File: config.mk
export PLATFORM = sky130hd
export DESIGN_NAME = render_scheduler_flat
export DESIGN_NICKNAME = d
export VERILOG_FILES = /design/src/rtl/render_scheduler_if.sv /design/src/rtl/render_scheduler.sv /design/src/flat_wrapper.sv
export SDC_FILE = /design/constraint.sdc
export NUM_CORES = 1
export LEC_CHECK = 0
export CORE_MARGIN = 2
export CORE_UTILIZATION = 35
export DETAILED_ROUTE_END_ITERATION = 16
export PLACE_DENSITY = 0.91
export SYNTH_ARGS = -nofsm -noshare
export SYNTH_HDL_FRONTEND = slang
export SYNTH_SLANG_ARGS = --single-unit
File: constraint.sdc
create_clock -name CLOCK_50 -period 3.3 [get_ports CLOCK_50]
set_input_delay 0.66 -clock CLOCK_50 [delete_from_list [all_inputs] [get_ports CLOCK_50]]
set_output_delay 0.66 -clock CLOCK_50 [all_outputs]
set_load 0.03 [all_outputs]
File: src/rtl/render_scheduler_if.sv
// Render scheduler bus bundle: three drawing clients (map, sprite, HUD)
// sharing one ROM address port and one VGA adapter write bus. The master
// modport is the scheduler side, the slave modport is the client/adapter side.
interface render_scheduler_if;
    // Scheduling control
    logic        hud_en;
    logic        map_start;
    logic        spr_start;
    logic        hud_start;
    logic        map_done;
    logic        spr_done;
    logic        hud_done;

    // Client ROM requests
    logic [15:0] map_rom_addr;
    logic [15:0] spr_rom_addr;
    logic [15:0] hud_rom_addr;

    // Client pixel writes
    logic        map_plot;
    logic        spr_plot;
    logic        hud_plot;
    logic [7:0]  map_x;
    logic [7:0]  spr_x;
    logic [7:0]  hud_x;
    logic [6:0]  map_y;
    logic [6:0]  spr_y;
    logic [6:0]  hud_y;
    logic [23:0] map_colour;
    logic [23:0] spr_colour;
    logic [23:0] hud_colour;

    // Shared resources and status
    logic [15:0] rom_address;
    logic        vga_plot;
    logic [7:0]  vga_x;
    logic [6:0]  vga_y;
    logic [23:0] vga_colour;
    logic [2:0]  grant;
    logic        frame_done;
    logic [2:0]  timeout_flags;

    modport master (
        input  hud_en,
        input  map_done, spr_done, hud_done,
        input  map_rom_addr, spr_rom_addr, hud_rom_addr,
        input  map_plot, spr_plot, hud_plot,
        input  map_x, spr_x, hud_x,
        input  map_y, spr_y, hud_y,
        input  map_colour, spr_colour, hud_colour,
        output map_start, spr_start, hud_start,
        output rom_address,
        output vga_plot, vga_x, vga_y, vga_colour,
        output grant, frame_done, timeout_flags
    );

    modport slave (
        output hud_en,
        output map_done, spr_done, hud_done,
        output map_rom_addr, spr_rom_addr, hud_rom_addr,
        output map_plot, spr_plot, hud_plot,
        output map_x, spr_x, hud_x,
        output map_y, spr_y, hud_y,
        output map_colour, spr_colour, hud_colour,
        input  map_start, spr_start, hud_start,
        input  rom_address,
        input  vga_plot, vga_x, vga_y, vga_colour,
        input  grant, frame_done, timeout_flags
    );
endinterface

File: src/rtl/render_scheduler.sv
// Per-frame render scheduler: runs the map drawer, then the sprite drawer,
// then (optionally) the HUD drawer, handing each one exclusive use of the
// ROM port and the VGA bus. A watchdog forces release of a stuck client and
// records the expiry in a sticky flag. frame_reset restarts the schedule.
module render_scheduler #(
    parameter logic [19:0] WATCHDOG = 20'd65535
) (
    input  logic               CLOCK_50,
    input  logic               frame_reset,
    render_scheduler_if.master bus
);

    typedef enum logic [2:0] {
        ARM     = 3'd0,
        MAP_RUN = 3'd1,
        SPR_RUN = 3'd2,
        HUD_RUN = 3'd3,
        FINISH  = 3'd4,
        HOLD    = 3'd5
    } state_t;

    state_t      state_reg, state_next;
    logic [19:0] watchdog_reg, watchdog_next;
    logic [2:0]  grant_reg, grant_next;
    logic [2:0]  start_reg, start_next;
    logic        frame_done_reg, frame_done_next;
    logic [2:0]  timeout_reg, timeout_next;
    logic        vga_plot_reg, vga_plot_next;
    logic [7:0]  vga_x_reg, vga_x_next;
    logic [6:0]  vga_y_reg, vga_y_next;
    logic [23:0] vga_colour_reg, vga_colour_next;

    // Client signals packed by client index: 0 = map, 1 = sprite, 2 = HUD,
    // matching the bit order of grant.
    logic [2:0]  done_vec;
    logic [2:0]  plot_vec;
    logic [15:0] addr_arr   [3];
    logic [7:0]  x_arr      [3];
    logic [6:0]  y_arr      [3];
    logic [23:0] colour_arr [3];

    assign done_vec      = {bus.hud_done, bus.spr_done, bus.map_done};
    assign plot_vec      = {bus.hud_plot, bus.spr_plot, bus.map_plot};
    assign addr_arr[0]   = bus.map_rom_addr;
    assign addr_arr[1]   = bus.spr_rom_addr;
    assign addr_arr[2]   = bus.hud_rom_addr;
    assign x_arr[0]      = bus.map_x;
    assign x_arr[1]      = bus.spr_x;
    assign x_arr[2]      = bus.hud_x;
    assign y_arr[0]      = bus.map_y;
    assign y_arr[1]      = bus.spr_y;
    assign y_arr[2]      = bus.hud_y;
    assign colour_arr[0] = bus.map_colour;
    assign colour_arr[1] = bus.spr_colour;
    assign colour_arr[2] = bus.hud_colour;

    // One-hot AND-OR mux terms: each client contributes only while granted,
    // so a non-granted client can never leak onto the shared buses.
    logic [15:0] addr_term   [3];
    logic [7:0]  x_term      [3];
    logic [6:0]  y_term      [3];
    logic [23:0] colour_term [3];

    genvar gi;
    generate
        for (gi = 0; gi < 3; gi++) begin : g_client
            assign addr_term[gi]   = grant_reg[gi] ? addr_arr[gi]   : 16'h0000;
            assign x_term[gi]      = grant_reg[gi] ? x_arr[gi]      : 8'h00;
            assign y_term[gi]      = grant_reg[gi] ? y_arr[gi]      : 7'h00;
            assign colour_term[gi] = grant_reg[gi] ? colour_arr[gi] : 24'h000000;
        end
    endgenerate

    logic [15:0] rom_mux;
    logic [7:0]  x_mux;
    logic [6:0]  y_mux;
    logic [23:0] colour_mux;

    assign rom_mux    = addr_term[0]   | addr_term[1]   | addr_term[2];
    assign x_mux      = x_term[0]      | x_term[1]      | x_term[2];
    assign y_mux      = y_term[0]      | y_term[1]      | y_term[2];
    assign colour_mux = colour_term[0] | colour_term[1] | colour_term[2];

    // Run-state qualifiers shared by the next-state and output logic.
    logic in_run;
    logic granted_done;
    logic wd_expired;
    logic run_exit;

    assign in_run       = (state_reg == MAP_RUN) || (state_reg == SPR_RUN) ||
                          (state_reg == HUD_RUN);
    assign granted_done = |(done_vec & grant_reg);
    assign wd_expired   = (watchdog_reg == (WATCHDOG - 20'd1));
    assign run_exit     = in_run && (granted_done || wd_expired);

    // State register; frame_reset aborts any run immediately.
    always_ff @(posedge CLOCK_50 or posedge frame_reset) begin
        if (frame_reset) begin
            state_reg <= ARM;
        end else begin
            state_reg <= state_next;
        end
    end

    // Next-state: fixed map -> sprite -> (HUD) order, one frame per reset.
    always_comb begin
        state_next = state_reg;
        case (state_reg)
            ARM:     state_next = MAP_RUN;
            MAP_RUN: if (run_exit) state_next = SPR_RUN;
            SPR_RUN: if (run_exit) state_next = bus.hud_en ? HUD_RUN : FINISH;
            HUD_RUN: if (run_exit) state_next = FINISH;
            FINISH:  state_next = HOLD;
            HOLD:    state_next = HOLD;
            default: state_next = ARM;
        endcase
    end

    // Output decode from the upcoming state so grant/start/frame_done are
    // registered and change on the same edge as the state.
    always_comb begin
        case (state_next)
            MAP_RUN: grant_next = 3'b001;
            SPR_RUN: grant_next = 3'b010;
            HUD_RUN: grant_next = 3'b100;
            default: grant_next = 3'b000;
        endcase

        // A start pulse marks only the first cycle of a RUN state.
        start_next      = (state_next != state_reg) ? grant_next : 3'b000;
        frame_done_next = (state_next == FINISH);

        // Watchdog restarts from zero on every RUN entry.
        watchdog_next = 20'd0;
        if (in_run && (state_next == state_reg)) begin
            watchdog_next = watchdog_reg + 20'd1;
        end

        // A completing client wins over a simultaneous watchdog expiry.
        timeout_next = timeout_reg;
        if (in_run && wd_expired && !granted_done) begin
            timeout_next = timeout_reg | grant_reg;
        end

        vga_plot_next   = |(plot_vec & grant_reg);
        vga_x_next      = x_mux;
        vga_y_next      = y_mux;
        vga_colour_next = colour_mux;
    end

    // Output and datapath registers.
    always_ff @(posedge CLOCK_50 or posedge frame_reset) begin
        if (frame_reset) begin
            watchdog_reg   <= 20'd0;
            grant_reg      <= 3'b000;
            start_reg      <= 3'b000;
            frame_done_reg <= 1'b0;
            timeout_reg    <= 3'b000;
            vga_plot_reg   <= 1'b0;
            vga_x_reg      <= 8'h00;
            vga_y_reg      <= 7'h00;
            vga_colour_reg <= 24'h000000;
        end else begin
            watchdog_reg   <= watchdog_next;
            grant_reg      <= grant_next;
            start_reg      <= start_next;
            frame_done_reg <= frame_done_next;
            timeout_reg    <= timeout_next;
            vga_plot_reg   <= vga_plot_next;
            vga_x_reg      <= vga_x_next;
            vga_y_reg      <= vga_y_next;
            vga_colour_reg <= vga_colour_next;
        end
    end

    // ROM address stays combinational so client ROM latency is unchanged.
    assign bus.rom_address   = rom_mux;
    assign bus.map_start     = start_reg[0];
    assign bus.spr_start     = start_reg[1];
    assign bus.hud_start     = start_reg[2];
    assign bus.grant         = grant_reg;
    assign bus.frame_done    = frame_done_reg;
    assign bus.timeout_flags = timeout_reg;
    assign bus.vga_plot      = vga_plot_reg;
    assign bus.vga_x         = vga_x_reg;
    assign bus.vga_y         = vga_y_reg;
    assign bus.vga_colour    = vga_colour_reg;

endmodule

File: src/flat_wrapper.sv
// flat-port wrapper written by rule: the top's interface ports become plain ports
module render_scheduler_flat 
#(
    parameter logic [19:0] WATCHDOG = 20'd65535
)
  (CLOCK_50, frame_reset, bus_hud_en, bus_map_done, bus_spr_done, bus_hud_done, bus_map_rom_addr, bus_spr_rom_addr, bus_hud_rom_addr, bus_map_plot, bus_spr_plot, bus_hud_plot, bus_map_x, bus_spr_x, bus_hud_x, bus_map_y, bus_spr_y, bus_hud_y, bus_map_colour, bus_spr_colour, bus_hud_colour, bus_map_start, bus_spr_start, bus_hud_start, bus_rom_address, bus_vga_plot, bus_vga_x, bus_vga_y, bus_vga_colour, bus_grant, bus_frame_done, bus_timeout_flags);
  render_scheduler_if bus_i ();
  input  logic CLOCK_50;
  input  logic frame_reset;
  input wire logic [$bits(bus_i.hud_en)-1:0] bus_hud_en;
  input wire logic [$bits(bus_i.map_done)-1:0] bus_map_done;
  input wire logic [$bits(bus_i.spr_done)-1:0] bus_spr_done;
  input wire logic [$bits(bus_i.hud_done)-1:0] bus_hud_done;
  input wire logic [$bits(bus_i.map_rom_addr)-1:0] bus_map_rom_addr;
  input wire logic [$bits(bus_i.spr_rom_addr)-1:0] bus_spr_rom_addr;
  input wire logic [$bits(bus_i.hud_rom_addr)-1:0] bus_hud_rom_addr;
  input wire logic [$bits(bus_i.map_plot)-1:0] bus_map_plot;
  input wire logic [$bits(bus_i.spr_plot)-1:0] bus_spr_plot;
  input wire logic [$bits(bus_i.hud_plot)-1:0] bus_hud_plot;
  input wire logic [$bits(bus_i.map_x)-1:0] bus_map_x;
  input wire logic [$bits(bus_i.spr_x)-1:0] bus_spr_x;
  input wire logic [$bits(bus_i.hud_x)-1:0] bus_hud_x;
  input wire logic [$bits(bus_i.map_y)-1:0] bus_map_y;
  input wire logic [$bits(bus_i.spr_y)-1:0] bus_spr_y;
  input wire logic [$bits(bus_i.hud_y)-1:0] bus_hud_y;
  input wire logic [$bits(bus_i.map_colour)-1:0] bus_map_colour;
  input wire logic [$bits(bus_i.spr_colour)-1:0] bus_spr_colour;
  input wire logic [$bits(bus_i.hud_colour)-1:0] bus_hud_colour;
  output wire logic [$bits(bus_i.map_start)-1:0] bus_map_start;
  output wire logic [$bits(bus_i.spr_start)-1:0] bus_spr_start;
  output wire logic [$bits(bus_i.hud_start)-1:0] bus_hud_start;
  output wire logic [$bits(bus_i.rom_address)-1:0] bus_rom_address;
  output wire logic [$bits(bus_i.vga_plot)-1:0] bus_vga_plot;
  output wire logic [$bits(bus_i.vga_x)-1:0] bus_vga_x;
  output wire logic [$bits(bus_i.vga_y)-1:0] bus_vga_y;
  output wire logic [$bits(bus_i.vga_colour)-1:0] bus_vga_colour;
  output wire logic [$bits(bus_i.grant)-1:0] bus_grant;
  output wire logic [$bits(bus_i.frame_done)-1:0] bus_frame_done;
  output wire logic [$bits(bus_i.timeout_flags)-1:0] bus_timeout_flags;
  assign bus_i.hud_en = bus_hud_en;
  assign bus_i.map_done = bus_map_done;
  assign bus_i.spr_done = bus_spr_done;
  assign bus_i.hud_done = bus_hud_done;
  assign bus_i.map_rom_addr = bus_map_rom_addr;
  assign bus_i.spr_rom_addr = bus_spr_rom_addr;
  assign bus_i.hud_rom_addr = bus_hud_rom_addr;
  assign bus_i.map_plot = bus_map_plot;
  assign bus_i.spr_plot = bus_spr_plot;
  assign bus_i.hud_plot = bus_hud_plot;
  assign bus_i.map_x = bus_map_x;
  assign bus_i.spr_x = bus_spr_x;
  assign bus_i.hud_x = bus_hud_x;
  assign bus_i.map_y = bus_map_y;
  assign bus_i.spr_y = bus_spr_y;
  assign bus_i.hud_y = bus_hud_y;
  assign bus_i.map_colour = bus_map_colour;
  assign bus_i.spr_colour = bus_spr_colour;
  assign bus_i.hud_colour = bus_hud_colour;
  assign bus_map_start = bus_i.map_start;
  assign bus_spr_start = bus_i.spr_start;
  assign bus_hud_start = bus_i.hud_start;
  assign bus_rom_address = bus_i.rom_address;
  assign bus_vga_plot = bus_i.vga_plot;
  assign bus_vga_x = bus_i.vga_x;
  assign bus_vga_y = bus_i.vga_y;
  assign bus_vga_colour = bus_i.vga_colour;
  assign bus_grant = bus_i.grant;
  assign bus_frame_done = bus_i.frame_done;
  assign bus_timeout_flags = bus_i.timeout_flags;
  render_scheduler #(.WATCHDOG(WATCHDOG)) u_core (.CLOCK_50(CLOCK_50), .frame_reset(frame_reset), .bus(bus_i));
endmodule
# After elaboration in Yosys (flattened, before gate mapping)

Index checks and enable logic that the tools add are counted.

Add/subtract/negate cells: 1
$mul: 0
Divide/modulo/power cells: 0
Magnitude comparators: 0
Eq/ne operators: 12
Shifts and indexed selects: 0
Multiplexer cells: 20
Bitwise operators: 11
Reduce and logical (&&, ||, !) cells: 12

Operators by type and width:

| kind                                             | count |
|---|---|
| 2-to-1 mux 24 bit                                | 3 |
| 2-to-1 mux 16 bit                                | 3 |
| bitwise OR 24 bit                                | 2 |
| bitwise OR 16 bit                                | 2 |
| 2-to-1 mux 8 bit                                 | 3 |
| 2-to-1 mux 7 bit                                 | 3 |
| adder 20 x 1 -> 20 bit (second input constant)   | 1 |
| == test 20 x 16 -> 1 bit (second input constant) | 1 |
| 2-to-1 mux 20 bit                                | 1 |
| bitwise OR 8 bit                                 | 2 |
| 2-to-1 mux 3 bit                                 | 5 |
| one-hot mux 3 bit (5 select lines)               | 1 |
| bitwise OR 7 bit                                 | 2 |
| == test 3 x 2 -> 1 bit (second input constant)   | 4 |
| == test 3 bit (second input constant)            | 3 |
| one-hot mux 3 bit (3 select lines)               | 1 |
| AND 3 bit                                        | 2 |
| == test 3 x 1 -> 1 bit (second input constant)   | 2 |
| OR reduction 3 bit                               | 2 |
| logical AND 1 bit                                | 4 |
| == test 3 bit                                    | 1 |
| logical NOT 3 bit                                | 1 |
| logical OR 1 bit                                 | 3 |
| inequality test 3 bit                            | 1 |
| 3 further kinds                                  | 3 |

Register bits after elaboration: 73
Bits in latches: 0
Memory bits (writable): 0
ROM bits: 0
Input port bits: 174
Output and inout port bits: 66
Word-level logic and storage cells: 66
Memories kept: 0

# Logic depth before layout (Yosys ltp)

Gate-level depths: netlist of run 1.

Depth after elaboration: 9
Depth in mapped cells: 8
Mapped depth without buffers: 7

# Worst setup path before layout of run 1

OpenSTA, ideal clock, no wires.

Path kind: register to output
Start point: register u_core.grant_reg[1] (netlist: u_core.bus.grant[1])
End point: output bus_rom_address[0]
Arrival: 1.475 ns
Data required time: 2.640 ns
Setup slack: 1.165 ns
Stages on the path, launching flop included: 5
Cell sequence: dfrtp_1 -> clkbuf_1 -> clkbuf_1 -> a222oi_1 -> inv_1

Word-level cells in the longest chain between the ends: 3

RTL lines:

| element                        | RTL line                | source |
|---|---|---|
| from (decl)                    | render_scheduler.sv:24  | `logic [2:0] grant_reg, grant_next;` |
| from (signal assigned)         | render_scheduler.sv:165 | `grant_reg <= grant_next;` |
| 2-to-1 mux 16 bit              | render_scheduler.sv:67  | `assign addr_term[gi] = grant_reg[gi] ? addr_arr[gi] : 16'h0000;` |
| bitwise OR 16 bit (2 in a row) | render_scheduler.sv:79  | `assign rom_mux = addr_term[0] \| addr_term[1] \| addr_term[2];` |
| to (decl)                      | flat_wrapper.sv:32      | `output wire logic [$bits(bus_i.rom_address)-1:0] bus_rom_address;` |

Every way passes these cells.

# Final worst setup path of run 1

Start point: register u_core.grant_reg[2] (netlist: u_core.bus.grant[2])
End point: output bus_grant[2]

RTL lines:

| element   | RTL line           | source |
|---|---|---|
| to (decl) | flat_wrapper.sv:37 | `output wire logic [$bits(bus_i.grant)-1:0] bus_grant;` |

No word-level cell between the ends.

==> impl_metrics.csv, run 1 <==
group,metric,value,unit
clock_tree,cts_root_buffer,"clkbuf_8",
power,sequentialPowerShare,30.9,%
logic_synthesis,synth_enable_flop_cells,0,
timing,min_period_over_period,91.0,%
logic_synthesis,ys.flop_type,"dfrtp_1",
clock_tree,cts_resized,0,
logic_synthesis,ys_ff_latch,73,
final_layout,fin_nets,729,
final_layout,layout-drive-gt1-share,5.91,%
critical_path,path_class,"flip-flop to output pin",
timing,setup_tns,0,ps
logic_synthesis,synth_area_per_cell,10.5,um2
global_route,grt_use_total,22.7,%
die,die_y,102,um
die,fp.dieW,102,um
timing,min_period,3000,ps
logic_synthesis,ys_seq_area_share,54.3,%
placed_design,hpwl,9250,um
route,via_count,3589,
placed_design,place_ws,503,ps
clock_tree,clockBufferDepth,2,
die,rows,35,
power,p_sw_share,43.8,%
logic_synthesis,synth_area,3360,um2
job,drv_cap,0,
clock_tree,cts.sinks,73,
min_path,hp-start,"u_core.bus.timeout_flags[2]$_DFFE_PP0P_",
critical_path,critPathArrivalTime,2340,ps
route,ant_nets,0,
power,p_leak,2.78,nW
die,io_pins,240,
timing,fin_worst_skew,10.7,ps
critical_path,cp-start-kind,"flip-flop",
timing,hold_viol,0,
die,die-area,10400,um2
critical_path,cpPeakStageDelay,850,ps
route,routed_via_density,5.22,
timing,rsz0062_at_grt,"no",
clock_tree,cts_setup_buffers,0,
global_route,grt_overflow,0,
logic_synthesis,netlist_instances,320,
global_route,grt_start_max_net_pins,46,
critical_path,reg2reg_to,"u_core.watchdog_reg[14]$_DFF_PP0_",
placed_design,place_inst,671,
route,drcViolationCount,0,
power,p_int,2.69,mW
clock_tree,path_clk_slew,80,ps
critical_path,worst_r2r_path_depth,5,
placed_design,port_buffers,239,
final_layout,largest_register_ffs,24,
outcome,status,"completed",
final_layout,layoutNonFillerInstCount,688,
logic_synthesis,yosysWarnings,0,
die,core_region_area,9280,um2
power,comb_power_share,54.3,%
final_layout,area_growth,81.0,%
clock_tree,numCtsBuffers,9,
placed_design,gp_congestion,0.891,
logic_synthesis,ys_types,33,
clock_tree,clk_latency,360,ps
route,wl,11900,um
logic_synthesis,synth_nets,496,
logic_synthesis,synth-async-reset-ratio,100,%
global_route,grt_pass1_vias,3756,
timing,slew_viol_final,0,
power,power,4.78,mW
timing,finalWorstSetupSlack,298,ps
global_route,antenna_found_initial,1,
min_path,hp-class,"flip-flop to flip-flop",
power,peakVddDrop,492,uV
critical_path,worst_path_max_delay_cell,"dfrtp_2",
timing,worst_pin_slew,752,ps
critical_path,end_kind,"output pin",
critical_path,critPathMaxFanout,38,
min_path,min_to,"u_core.bus.timeout_flags[2]$_DFFE_PP0P_",
route,drtPass1Iterations,8,
power,switching_power,2.09,mW
critical_path,r2r_start,"u_core.bus.grant[2]$_DFF_PP0_",
critical_path,worstPathCellList,"buf_4 -> clkdlybuf4s50_1",
timing,timing.fmax,0.333,GHz
critical_path,reg2reg_setup_slack,880,ps
critical_path,crit_family,"buffers and inverters",
critical_path,crit_buf_inv,2,
clock_tree,hold_buffers,0,
timing,holdWs,459,ps
timing,setup-violations-final,0,
power,pwr-share-clk,14.8,%
die,start_util,36.2,%
critical_path,required,2640,ps
clock_tree,cts_tree,"yes",
timing,max-slew-margin-rel,49.9,%
power,powerDensity,785,nW/um2
min_path,min_path_cells,1,
route,drtIter0Drc,328,
global_route,grt_pass1_wl,17800,um
clock_tree,htree_num_levels,3,
route,routedWlPerCell,17.2,um
[power by group through the flow]
stage                     sequential, mW  combinational (mW)  clock, mW
after global placement              1.48                2.55          0
after detailed placement            1.50                2.59          0
after global routing                1.51                2.74      0.765
after floorplan                     1.88                1.00          0
after CTS                           1.48                2.60      0.726
final                               1.48                2.59      0.708
[cells in the final DEF, fill, tap and decap left out, types with 6 or more instances in the layout]
cell and count:
a222oi_1 56, clkbuf_8 9, clkdlybuf4s50_1 239, dfrtp_1 70, inv_1 61, nand2_1 15, nand3_1 13, nor2_1 27
nor3_1 6, xnor2_1 6, xor2_1 10
[cell usage after synthesis, types with 2 or more instances]
master	n	share of area, %
and3_2	2	0.45
nor2_1	27	3.0
o21ai_2	2	0.52
xor2_1	10	2.6
nand2b_1	3	0.56
buf_1	6	0.67
dfrtp_1	73	54
nand2_1	15	1.7
nor3_1	6	0.89
ha_1	2	0.74
nand3_1	13	1.9
mux2i_1	2	0.60
a222oi_1	56	17
nand4_1	3	0.56
inv_1	62	6.9
a21o_1	3	0.67
clkbuf_1	14	1.6
xnor2_1	6	1.6
[per-layer routing]
metal  vias up  wire (um)  track usage (%)
met3        28       1210             5.68
met2       234       6210             43.6
met4         0        513             13.2
met5         -          0                0
met1      1694       3920             21.7
li1       1633          -                -
[cells by family after synthesis]
kind of cell / synth area share, %
compound gates: 19.2
simple gates: 11.7
mux: 0.595
flops: 54.3
fa+ha+maj: 0.744
xor+xnor: 4.17
buf+inv: 9.30
[how the worst max path moves through the flow]
stage | from | depth (start not counted) | slack, ps | endpoint
CTS | u_core.bus.grant[2]$_DFF_PP0_ | 2 | 320 | bus_grant[2]
global route | u_core.bus.grant[2]$_DFF_PP0_ | 2 | 230 | bus_grant[2]
finish | u_core.bus.grant[2]$_DFF_PP0_ | 2 | 300 | bus_grant[2]
floorplan | frame_reset | 1 | 790 | u_core.bus.frame_done$_DFF_PP0_
detailed placement | bus_map_rom_addr[10] | 4 | 500 | bus_rom_address[10]
global placement | bus_map_rom_addr[13] | 4 | 540 | bus_rom_address[13]
[per-stage QoR]
step	utilization [%]	cell area, um2
floorplan	-	3360
global placement	63.4	5880
detailed placement	63.4	5880
CTS	65.5	6080
global route	65.6	6090
finish	65.6	6090
[final cells by class]
| type | instances | area, um2 |
|---|---|---|
| Clock buffer | 9 | 124 |
| Inverter | 62 | 233 |
| Antenna cell | 1 | 2.50 |
| Tap cell | 129 | 161 |
| Sequential cell | 73 | 1830 |
| Clock inverter | 7 | 76.3 |
| Timing Repair Buffer | 243 | 2430 |
| Fill cell | 714 | 3200 |
| Multi-Input combinational cell | 164 | 1220 |
[worst register-to-register path, stage by stage, from the launching register on]
cell and delay (ps):
dfrtp_2 670, a22oi_1 270, nand2_1 120, nor3_1 470, nand2_1 520, nor2_1 270
Note: power is estimated with default switching activity, not from simulation.
==> inputs of run 2 (changes only) <==
RECOVER_POWER = 50   (was not set)
==> run 2 against run 1 <==
Compared with the run above: routed wire length shrank 0.38%; via count grew 0.25%; first-iteration DRC count shrank 3.0%; final cell count is the same; clock-buffer cell count is the same; core utilization shrank 0.24 points; sequential power is essentially flat; highest routed layer unchanged; critical path depth is the same; clock skew shrank 1.2 ps; non-clock buffer count is the same; critical endpoint unchanged; sequential share of layout area grew 0.11 points.
==> impl_metrics.csv, run 2 (same netlist as run 1, synthesis figures left out) <==
group,metric,value,unit
global_route,grt_pass1_wl,17800,um
final_layout,mostFrequentLayoutCell,"clkdlybuf4s50_1",
critical_path,critPathMaxFanout,38,
global_route,grt_start_max_net_pins,46,
global_route,grt_pass1_vias,3756,
min_path,hp-class,"flip-flop to flip-flop",
placed_design,place_ws,503,ps
die,rows,35,
route,drtPass1Iterations,8,
power,p_leak,2.77,nW
critical_path,cpPeakStageDelay,850,ps
timing,max-slew-margin-rel,27.4,%
critical_path,path_class,"flip-flop to output pin",
clock_tree,cts_root_buffer,"clkbuf_8",
global_route,grt_overflow,0,
final_layout,layoutNonFillerInstCount,688,
outcome,status,"completed",
critical_path,required,2640,ps
timing,holdWs,460,ps
global_route,grt_use_total,22.7,%
power,pwr-share-clk,14.8,%
power,p_sw_share,43.9,%
timing,hold_viol,0,
timing,fin_worst_skew,9.43,ps
clock_tree,htree_num_levels,3,
clock_tree,clk_latency,350,ps
route,routedWlPerCell,17.2,um
clock_tree,numCtsBuffers,9,
placed_design,hpwl,9250,um
route,ant_nets,0,
clock_tree,cts_setup_buffers,0,
critical_path,endpoint,"bus_grant[2]",
job,drv_cap,0,
critical_path,critPathArrivalTime,2350,ps
clock_tree,cts_resized,0,
timing,worst_pin_slew,1090,ps
clock_tree,cts_tree,"yes",
final_layout,final_cell_mix,"clkdlybuf4s50_1, dfrtp_1, inv_1, a222oi_1, nor2_1",
final_layout,largest_register_ffs,24,
critical_path,worst_path_max_delay_cell,"dfrtp_2",
critical_path,end_kind,"output pin",
die,io_pins,240,
die,die-area,10400,um2
power,switching_power,2.09,mW
critical_path,worst_r2r_path_depth,5,
placed_design,port_buffers,239,
final_layout,fin_nets,729,
power,comb_power_share,54.2,%
route,routed_via_density,5.23,
die,start_util,36.2,%
critical_path,r2r_start,"u_core.bus.grant[2]$_DFF_PP0_",
critical_path,reg2reg_to,"u_core.watchdog_reg[13]$_DFF_PP0_",
timing,rsz0062_at_grt,"no",
critical_path,reg2reg_setup_slack,870,ps
final_layout,layout-drive-gt1-share,5.38,%
timing,min_period,3010,ps
critical_path,crit_buf_inv,2,
route,drcViolationCount,0,
placed_design,place_inst,671,
die,core_region_area,9280,um2
clock_tree,clockBufferDepth,2,
timing,timing.fmax,0.333,GHz
timing,min_period_over_period,91.1,%
die,die_y,102,um
critical_path,crit_family,"buffers and inverters",
die,fp.dieW,102,um
power,powerDensity,786,nW/um2
route,drtIter0Drc,318,
clock_tree,path_clk_slew,80,ps
placed_design,gp_congestion,0.891,
timing,setup-violations-final,0,
power,sequentialPowerShare,31.0,%
critical_path,cp-start-kind,"flip-flop",
critical_path,cp.depth,2,
timing,finalWorstSetupSlack,294,ps
critical_path,worstPathCellList,"buf_4 -> clkdlybuf4s50_1",
power,p_int,2.68,mW
critical_path,crit_start,"u_core.bus.grant[2]$_DFF_PP0_",
power,peakVddDrop,492,uV
final_layout,area_growth,80.3,%
route,wl,11800,um
global_route,antenna_found_initial,1,
clock_tree,cts.sinks,73,
clock_tree,hold_buffers,0,
timing,setup_tns,0,ps
timing,slew_viol_final,0,
route,via_count,3598,
## run 2: final cells by class
type                       instances  area, um2
antenna                            1       2.50
inverter                          62        233
sequential                        73       1830
fill                             719       3220
timing repair buffer             243       2410
clock inverter                     7       76.3
tap                              129        161
multi-input combinational        164       1220
clock buffer                       9        124
## run 2: stage by stage
stage	util (%)	instance area [um2]	total power, mW
floorplan	-	3360	2.88
global placement	63.4	5880	4.03
detailed placement	63.4	5880	4.09
CTS	65.5	6080	4.81
global route	65.3	6060	5.01
finish	65.3	6060	4.77
## run 2: power groups by stage
stage	Sequential, mW	Clock [mW]	Combinational, mW
2_1_floorplan	1.88	0	1.00
3_3_place_gp	1.48	0	2.55
3_5_place_dp	1.50	0	2.59
4_1_cts	1.48	0.726	2.60
5_1_grt	1.51	0.765	2.73
6_report	1.48	0.706	2.58
## run 2: per-layer routing
| metal | vias up | wire length, um | share of wire (%) | GRT usage [%] |
|---|---|---|---|---|
| met4 | 0 | 526 | 4.5 | 13.2 |
| met1 | 1712 | 3900 | 33 | 21.7 |
| li1 | 1630 | - | - | - |
| met3 | 30 | 1190 | 10 | 5.68 |
| met2 | 226 | 6200 | 52 | 43.6 |
| met5 | - | 0 | 0 | 0 |
## run 2: how the worst min path moves through the flow
stage	to	slack, ps	start	cells after the start
2_1_floorplan	u_core.watchdog_reg[0]$_DFF_PP0_	470	u_core.watchdog_reg[0]$_DFF_PP0_	1
3_3_place_gp	u_core.bus.timeout_flags[1]$_DFFE_PP0P_	440	u_core.bus.timeout_flags[1]$_DFFE_PP0P_	1
3_5_place_dp	u_core.bus.timeout_flags[2]$_DFFE_PP0P_	450	u_core.bus.timeout_flags[2]$_DFFE_PP0P_	1
4_1_cts	u_core.bus.timeout_flags[2]$_DFFE_PP0P_	470	u_core.bus.timeout_flags[2]$_DFFE_PP0P_	1
5_1_grt	u_core.bus.timeout_flags[2]$_DFFE_PP0P_	470	u_core.bus.timeout_flags[2]$_DFFE_PP0P_	1
6_report	u_core.bus.timeout_flags[2]$_DFFE_PP0P_	460	u_core.bus.timeout_flags[2]$_DFFE_PP0P_	1
==> inputs of run 3 (changes only) <==
CORE_UTILIZATION = 32   (was 35)
PLACE_DENSITY = 0.88   (was 0.91)
clock period = 2.5 ns   (was 3.3 ns; I/O delays follow)
==> run 3 against run 2 <==
Compared with the run above: global-route usage fell by 0.89 points; core utilization is 5.5 points lower; setup slack got worse by 190 ps; clock power rose by 35%; critical path depth unchanged; routed wire length rose by 3.8%; flip-flop and latch count did not move; total power increased by 33%; sequential share of layout area fell by 0.28 points; first-iteration DRC count is 2.2% higher; final area rose by 1.4%; non-clock buffer count up 7; critical path type unchanged.
==> impl_metrics.csv, run 3 (same netlist as run 1, synthesis figures left out) <==
group,metric,value,unit
outcome,status,"completed",
timing,holdWs,465,ps
placed_design,place_ws,-24.7,ps
min_path,hp-start,"u_core.bus.timeout_flags[1]$_DFFE_PP0P_",
route,drtIter0Drc,325,
global_route,grt_use_total,21.8,%
clock_tree,numCtsBuffers,9,
min_path,hp-class,"flip-flop to flip-flop",
timing,min_period,2390,ps
clock_tree,cts_tree,"yes",
global_route,grt_pass1_wl,19000,um
timing,fin_worst_skew,8.40,ps
timing,worst_pin_slew,880,ps
power,power,6.35,mW
placed_design,port_buffers,239,
die,start_util,32.7,%
final_layout,final_cell_mix,"clkdlybuf4s50_1, dfrtp_1, inv_1, a222oi_1, nor2_1",
final_layout,area_growth,82.7,%
timing,timing.fmax,0.418,GHz
final_layout,mostFrequentLayoutCell,"clkdlybuf4s50_1",
die,io_pins,240,
power,powerDensity,1030,nW/um2
critical_path,worstPathCellList,"buf_4 -> clkdlybuf4s50_1",
critical_path,cp-start-kind,"flip-flop",
critical_path,required,2000,ps
global_route,antenna_found_initial,1,
clock_tree,cts.sinks,73,
route,wl,12300,um
critical_path,end_kind,"output pin",
placed_design,gp_congestion,0.869,
route,ant_nets,0,
die,fp.dieW,107,um
critical_path,cpPeakStageDelay,680,ps
timing,min_period_over_period,95.6,%
timing,slew_viol_final,0,
placed_design,hpwl,9530,um
timing,rsz0062_at_grt,"no",
power,peakVddDrop,594,uV
timing,max-slew-margin-rel,41.3,%
die,core_region_area,10300,um2
clock_tree,path_clk_slew,80,ps
global_route,grt_pass1_vias,3814,
global_route,grt_start_max_net_pins,37,
critical_path,worst_r2r_path_depth,4,
final_layout,largest_register_ffs,24,
die,die-area,11300,um2
final_layout,layout-drive-gt1-share,6.90,%
global_route,grt_overflow,0,
route,drcViolationCount,0,
clock_tree,htree_num_levels,3,
final_layout,fin_nets,736,
critical_path,worst_path_max_delay_cell,"clkdlybuf4s50_1",
timing,setup-violations-final,0,
clock_tree,clockBufferDepth,2,
placed_design,place_inst,684,
route,routedWlPerCell,17.5,um
job,drv_cap,0,
final_layout,fin_util,59.8,%
route,via_count,3645,
die,rows,37,
critical_path,critPathMaxFanout,24,
critical_path,critPathArrivalTime,1890,ps
final_layout,layoutNonFillerInstCount,702,
min_path,min_to,"u_core.bus.timeout_flags[1]$_DFFE_PP0P_",
power,p_leak,2.90,nW
clock_tree,cts_root_buffer,"clkbuf_8",
route,drtPass1Iterations,8,
route,routed_via_density,5.19,
critical_path,path_class,"flip-flop to output pin",
timing,hold_viol,0,
die,die_y,107,um
critical_path,r2r_start,"u_core.bus.grant[0]$_DFF_PP0_",
min_path,min_path_cells,1,
timing,finalWorstSetupSlack,109,ps
clock_tree,clk_latency,350,ps
critical_path,reg2reg_setup_slack,290,ps
critical_path,reg2reg_to,"u_core.bus.vga_colour[16]$_DFF_PP0_",
run 3: worst max-delay path, delay by kind of cell (launching register included):
kind / cells / cell delay (ps)
flip-flops: 1 / 630
buffers and inverters: 2 / 920
run 3: layout make-up:
class / instances / area, um2
fillers: 853 / 4130
repair buffers: 250 / 2470
flip-flops and latches: 73 / 1840
multi-input cells: 164 / 1220
inverters: 62 / 233
well taps: 136 / 170
clock buffers: 9 / 124
clock inverters: 7 / 83.8
diodes: 1 / 2.50
run 3: power breakdown:
group,switching [mW],internal (mW),leakage (nW)
registers,0.318,1.58,0.944
logic,2.00,1.51,1.85
clock network,0.474,0.480,0.103
run 3: timing repair:
item / CTS / global route
setup buffers: 1 / 0
pin swaps: 1 / 0
hold endpoints to repair: 0 / 0
gates resized for setup: 12 / 5
hold buffers: 0 / 0
setup endpoints to repair: 15 / 5
run 3: stage by stage:
| step | area (um2) | setup TNS, ps |
|---|---|---|
| after global placement | 5940 | 0 |
| after floorplan | 3360 | 0 |
| final | 6150 | 0 |
| after CTS | 6160 | 0 |
| after detailed placement | 5940 | -24.7 |
| after global routing | 6150 | 0 |
run 3: worst max path at each step:
stage                                             start                         endpoint  slack, ps  cells after the start
after CTS                 u_core.bus.grant[1]$_DFF_PP0_              bus_rom_address[12]          3                      3
final                     u_core.bus.grant[1]$_DFF_PP0_                     bus_grant[1]        110                      2
after global placement              bus_map_rom_addr[4]               bus_rom_address[4]         10                      4
after detailed placement            bus_map_rom_addr[4]               bus_rom_address[4]        -20                      4
after floorplan                             frame_reset  u_core.bus.frame_done$_DFF_PP0_        150                      1
after global routing      u_core.bus.grant[1]$_DFF_PP0_                     bus_grant[1]         40                      2
run 3: layer usage:
| layer | up-vias | track usage (%) | routed length, um |
|---|---|---|---|
| met2 | 214 | 41.8 | 6520 |
| met5 | - | 0 | 0 |
| met1 | 1759 | 21.1 | 4220 |
| met3 | 24 | 5.89 | 1050 |
| li1 | 1648 | - | - |
| met4 | 0 | 11.4 | 471 |
